## src/rtl/softmax_replay_fifo_pkg.sv

```systemverilog
// Shared types and helpers for the softmax replay FIFO.
// Pointer distance and mark/release/rewind priority decode.
package softmax_pkg;

  localparam int DEF_DATA_WIDTH = 16;

  typedef enum logic [1:0] {
    CTL_NONE    = 2'd0,
    CTL_MARK    = 2'd1,
    CTL_RELEASE = 2'd2,
    CTL_REWIND  = 2'd3
  } ctl_e;

  // Wrap-aware a - b over pw-bit pointers.
  function automatic logic [31:0] ptr_dist(
    input logic [31:0] a,
    input logic [31:0] b,
    input int unsigned pw
  );
    return (a - b) & ((32'd1 << pw) - 32'd1);
  endfunction

  function automatic ctl_e ctl_decode(
    input logic rw,
    input logic rl,
    input logic mk
  );
    if (rw)      return CTL_REWIND;
    else if (rl) return CTL_RELEASE;
    else if (mk) return CTL_MARK;
    else         return CTL_NONE;
  endfunction

endpackage

```

## src/rtl/softmax_replay_fifo_sdp_ram.sv

```systemverilog
// Simple dual-port RAM: synchronous write, registered read.
// The read register clears synchronously; the array is never reset.
module sdp_ram #(
  parameter int DW = 16,
  parameter int AW = 4
) (
  input  logic          i_clk,
  input  logic          i_rd_clr,
  input  logic          i_we,
  input  logic [AW-1:0] i_waddr,
  input  logic [DW-1:0] i_wdata,
  input  logic          i_re,
  input  logic [AW-1:0] i_raddr,
  output logic [DW-1:0] o_rdata
);

  logic [DW-1:0] r_mem [2**AW];
  logic [DW-1:0] r_rdata;

  always_ff @(posedge i_clk) begin
    if (i_we) r_mem[i_waddr] <= i_wdata;
  end

  always_ff @(posedge i_clk) begin
    if (i_rd_clr)  r_rdata <= '0;
    else if (i_re) r_rdata <= r_mem[i_raddr];
  end

  assign o_rdata = r_rdata;

endmodule

```

## src/rtl/softmax_replay_fifo.sv

```systemverilog
// Softmax score FIFO with status flags, sticky errors and
// mark/rewind replay so a vector can be re-read several times.
module softmax_replay_fifo
  import softmax_pkg::*;
#(
  parameter  int DATA_WIDTH = DEF_DATA_WIDTH,
  parameter  int DEPTH      = 16,
  parameter  int AF_THRESH  = 2,
  localparam int ADDR_WIDTH = $clog2(DEPTH)
) (
  input  logic                  i_clk,
  input  logic                  i_rst_n,
  input  logic                  i_clr,
  input  logic                  i_wr_en,
  input  logic [DATA_WIDTH-1:0] i_wr_data,
  output logic                  o_full,
  output logic                  o_almost_full,
  input  logic                  i_rd_en,
  output logic [DATA_WIDTH-1:0] o_rd_data,
  output logic                  o_rd_valid,
  output logic                  o_empty,
  output logic [ADDR_WIDTH:0]   o_count,
  input  logic                  i_mark,
  input  logic                  i_release,
  input  logic                  i_rewind,
  output logic                  o_overflow,
  output logic                  o_underflow
);

  localparam int PW = ADDR_WIDTH + 1;

  logic [PW-1:0] r_wr_ptr;
  logic [PW-1:0] r_rd_ptr;
  logic [PW-1:0] r_mark_ptr;
  logic          r_mark_active;
  logic          r_rd_valid;
  logic          r_ovf;
  logic          r_unf;

  logic [PW-1:0] w_base;
  logic [PW-1:0] w_count;
  logic [PW-1:0] w_used;
  logic [PW-1:0] w_free;
  logic          w_full;
  logic          w_empty;
  logic          w_rew;
  logic          w_wr_acc;
  logic          w_rd_acc;
  logic          w_rst;
  ctl_e          w_ctl;

  assign w_rst   = !i_rst_n || i_clr;
  assign w_base  = r_mark_active ? r_mark_ptr : r_rd_ptr;
  assign w_count = PW'(ptr_dist(32'(r_wr_ptr), 32'(r_rd_ptr), PW));
  assign w_used  = PW'(ptr_dist(32'(r_wr_ptr), 32'(w_base), PW));
  assign w_free  = PW'(DEPTH) - w_used;
  assign w_empty = (w_count == '0);
  assign w_full  = (w_used == PW'(DEPTH));

  // Only an armed rewind steals the read slot.
  assign w_rew    = i_rewind && r_mark_active;
  assign w_wr_acc = i_wr_en && !w_full;
  assign w_rd_acc = i_rd_en && !w_empty && !w_rew;
  assign w_ctl    = ctl_decode(i_rewind, i_release, i_mark);

  sdp_ram #(
    .DW (DATA_WIDTH),
    .AW (ADDR_WIDTH)
  ) u_ram (
    .i_clk    (i_clk),
    .i_rd_clr (w_rst),
    .i_we     (w_wr_acc && !w_rst),
    .i_waddr  (r_wr_ptr[ADDR_WIDTH-1:0]),
    .i_wdata  (i_wr_data),
    .i_re     (w_rd_acc),
    .i_raddr  (r_rd_ptr[ADDR_WIDTH-1:0]),
    .o_rdata  (o_rd_data)
  );

  always_ff @(posedge i_clk) begin
    if (w_rst) begin
      r_wr_ptr      <= '0;
      r_rd_ptr      <= '0;
      r_mark_ptr    <= '0;
      r_mark_active <= 1'b0;
      r_rd_valid    <= 1'b0;
      r_ovf         <= 1'b0;
      r_unf         <= 1'b0;
    end else begin
      if (w_wr_acc) r_wr_ptr <= r_wr_ptr + PW'(1);
      if (i_wr_en && w_full) r_ovf <= 1'b1;
      if (i_rd_en && w_empty && !w_rew) r_unf <= 1'b1;
      if (w_rd_acc) r_rd_ptr <= r_rd_ptr + PW'(1);
      r_rd_valid <= w_rd_acc;
      unique case (w_ctl)
        CTL_REWIND: begin
          if (r_mark_active) r_rd_ptr <= r_mark_ptr;
        end
        CTL_RELEASE: r_mark_active <= 1'b0;
        CTL_MARK: begin
          r_mark_ptr    <= r_rd_ptr;
          r_mark_active <= 1'b1;
        end
        default: ;
      endcase
    end
  end

  assign o_full        = w_full;
  assign o_almost_full = (w_free <= PW'(AF_THRESH));
  assign o_empty       = w_empty;
  assign o_count       = w_count;
  assign o_rd_valid    = r_rd_valid;
  assign o_overflow    = r_ovf;
  assign o_underflow   = r_unf;

endmodule
```

## config.mk

```make
export PLATFORM = sky130hd
export DESIGN_NAME = softmax_replay_fifo
export DESIGN_NICKNAME = d
export VERILOG_FILES = /design/src/rtl/softmax_replay_fifo_pkg.sv /design/src/rtl/softmax_replay_fifo_sdp_ram.sv /design/src/rtl/softmax_replay_fifo.sv
export SDC_FILE = /design/constraint.sdc
export NUM_CORES = 1
export LEC_CHECK = 0
export CAP_MARGIN = 20
export CORE_MARGIN = 2
export CORE_UTILIZATION = 56
export CTS_BUF_LIST = sky130_fd_sc_hd__clkbuf_2 sky130_fd_sc_hd__clkbuf_4 sky130_fd_sc_hd__clkbuf_8
export DETAILED_ROUTE_END_ITERATION = 8
export PLACE_DENSITY = 0.87
export SETUP_SLACK_MARGIN = 0.5
export SLEW_MARGIN = 40
export SYNTH_ARGS = -nofsm -noshare
export SYNTH_HDL_FRONTEND = slang
export SYNTH_SLANG_ARGS = --single-unit
export TNS_END_PERCENT = 20
```

## constraint.sdc

```tcl
create_clock -name i_clk -period 3.8 [get_ports i_clk]
set_clock_uncertainty 0.15 [all_clocks]
set_input_delay 0.38 -clock i_clk [delete_from_list [all_inputs] [get_ports i_clk]]
set_output_delay 0.38 -clock i_clk [all_outputs]
set_load 0.005 [all_outputs]
```

==> results.yml <==
floorplanning:
  dieArea_um2: 21600
  core_area_um2: 20200
  io_pins: 51
  die_w_um: 147
  start_util: 0.569
  rows: 52
  die_y_um: 147
sta:
  drv_slew: 0
  period_minus_slack_ns: 3.35
  max_slew_margin: 0.389
  setup_tns_ns: 0
  hold_violations: 0
  hold_ws_ns: 0.306
  period_share: 0.882
  fmax_mhz: 298
  setup_viol: 0
  tightest_slew_ns: 0.914
  rsz0062_at_grt: "true"
global_route:
  gr-usage-met3: 0.0516
  grtUsageTotal: 0.236
  grt.busiest_layer: "met2"
  grt_use_met1: 0.314
  antenna_found_initial: 0
  grt_pass1_wl_um: 38000
  grt_max_degree: 42
  grt_pass1_vias: 6619
  overflow: 0
  met2_usage: 0.382
logic_synthesis:
  synth_top_area_cell: "edfxtp_1"
  async_reset_ff_frac: 0
  syn_nets: 665
  ys.flop_type: "edfxtp_1"
  syn_area_um2: 11500
  synth.ff_latch_count: 291
  ys_seq_area_frac: 0.731
  ys_types: 42
  synth_area_leaders: "edfxtp_1 (67%), mux4_2 (13%), dfxtp_1 (6.1%)"
  synth_cells: 621
  synth_top_cell_area_share: 0.670
  synth_warnings: 0
  synth_edf_count: 256
  syn_avg_cell_area_um2: 18.5
worst_setup_path:
  crit_type: "reg -> out"
  start_kind: "flip-flop"
  worstPathRequired_ns: 3.27
  crit_fanout: 4
  r2r_cells: 12
  endpoint_kind: "output port"
  critical_path.most_common_cell: "ha_4"
  crit_arrival_ns: 2.82
  critPathMaxStageDelay_ns: 0.48
  crit_buf_inv: 1
  cp.depth: 7
  crit_family: "adder cells"
  cp_cell_sequence: "mux2_4, ha_4, fa_2, ha_4, or3_1, a221oi_2, buf_2"
  cp_slowest_cell: "fa_2"
clocking:
  clock_sinks: 291
  cts_hold_repair.buffers: 0
  cts_buffer_depth: 3
  cts_buffers: 44
  clockRootBuffer: "clkbuf_8"
  htree_levels: 2
  clk_latency_ns: 0.54
  cts_tree: "done"
  cts.clk_slew.worst_paths_ns: 0.06
drt:
  wl_um: 25000
  post_drt_wl_per_cell_um: 24.4
  route.detailed.drc: 0
  drtIter0Drc: 487
  avgViaCountPerCell: 6.20
  num_vias: 6335
  firstDrtPassIters: 4
  final_antenna_net_count: 0
place:
  portBuffers: 50
  routabilityCongestion: 0.813
  dp_hpwl_um: 14600
cells_and_area:
  layout_commonest_cell: "edfxtp_1"
  n_antenna_cell: 0
  nNetsFinal: 760
  final.fill_count: 1274
  final_cell_mix: "edfxtp_1 (256), mux4_2 (64), clkbuf_8 (47), clkdlybuf4s50_1 (47), o22ai_1 (32)"
  seq_area_um2: 8400
  multiInputGateArea_um2: 3230
  drive_gt1_frac: 0.288
  area_growth_pct: 18.8
pwr:
  p_comb_frac: 0.081
  internal-power_uw: 5140
  ir_worst_vdd_v: 0.000397
  power.switching_fraction: 0.218
  switchingPower_uw: 1430
  p_per_area_nw_per_um2: 482
  p_seq_frac: 0.534
  power_leakage_uw: 0.00428
  power.share.clock: 0.385
flow_run:
  max_cap_viol_count: 0
worst_hold_path:
  holdPathStages: 2
  hold_path.class: "reg -> reg"
status:
  status: "finished clean"
power groups by stage:
stage	Sequential [uW]	Combinational, uW	Clock (uW)
5_1_grt	3510	580	2710
4_1_cts	3510	523	2580
2_1_floorplan	3570	326	0
3_5_place_dp	3570	501	0
3_3_place_gp	3570	478	0
6_report	3510	534	2530
cells in the mapped netlist (all sizes together) (4+ instances only):
cell    count
a21oi      25
a21o        4
edfxtp    256
buf        13
or3        20
nor2       32
mux2i      10
clkbuf     17
o22ai      32
o21ai       7
dfxtp      35
xor2       10
nand2      29
ha         18
mux4       64
inv        16
per-layer routing:
metal  wire (um)  share of wire
met5           0              0
met2       12400           0.49
met1        9400           0.38
met3        2400          0.096
met4         801          0.032
state kept, by name (all words and copies together) (netlist names):
name / flops
u_ram.r_mem: 256
u_ram.o_rdata: 16
r_mark_ptr: 5
r_rd_ptr: 5
r_wr_ptr: 5
o_overflow: 1
o_rd_valid: 1
o_underflow: 1
r_mark_active: 1
final timing paths:
check	start	endpoint	slack, ns
worst min-delay path	u_ram.o_rdata[10]$_SDFFE_PP0P_	u_ram.o_rdata[10]$_SDFFE_PP0P_	0.31
worst max-delay path	r_mark_active$_SDFFE_PP0P_	o_almost_full	0.45
worst max register to register	r_mark_active$_SDFFE_PP0P_	u_ram.r_mem[3][6]$_DFFE_PP_	0.50
worst min register to register	u_ram.o_rdata[10]$_SDFFE_PP0P_	u_ram.o_rdata[10]$_SDFFE_PP0P_	0.31
stage by stage:
step | area [um^2] | power [uW] | utilization | instances | worst slack, ns
after floorplan | 11700 | 3900 | - | 621 | 0.348
after global placement | 12600 | 4050 | 0.623 | 934 | 0.536
after detailed placement | 12600 | 4080 | 0.623 | 934 | 0.435
after CTS | 13500 | 6610 | 0.671 | 1019 | 0.415
after global routing | 13600 | 6800 | 0.676 | 1021 | 0.338
final | 13600 | 6570 | 0.676 | 1021 | 0.448
worst reg2reg max path, delay by kind of cell (launching register included):
| family | cells | cell delay, ns |
|---|---|---|
| adders and majority gates | 3 | 0.68 |
| xor gates and xnor gates | 1 | 0.16 |
| buffers and inverters | 3 | 0.77 |
| and+or+nand+nor | 4 | 0.54 |
| DFF | 1 | 0.35 |
| muxes | 1 | 0.31 |
layout make-up:
cell class | count | area share
clock buffers | 57 | 0.0530
inverters | 16 | 0.00459
clock inverters | 24 | 0.0117
flip-flops and latches | 291 | 0.616
repair buffers | 79 | 0.0530
multi-input cells | 284 | 0.237
well taps | 270 | 0.0248
what timing repair did:
action,in CTS,in global routing
setup endpoints to repair,246,88
setup buffers,4,2
pin swaps,7,12
resized for setup,21,15
cells by family (layout without fill, tap and decap cells):
group                      Yosys count  after routing  share of synthesized area
DFF                                291            291                      0.731
xor gates and xnor gates            13             13                     0.0106
AOI/OAI and AO/OA                   76             76                     0.0398
buffers and inverters               46            176                     0.0174
adders and majority gates           20             20                     0.0231
and+or+nand+nor                     98             98                     0.0404
muxes                               77             77                      0.138
No activity file was read; power rests on OpenSTA's default activity.
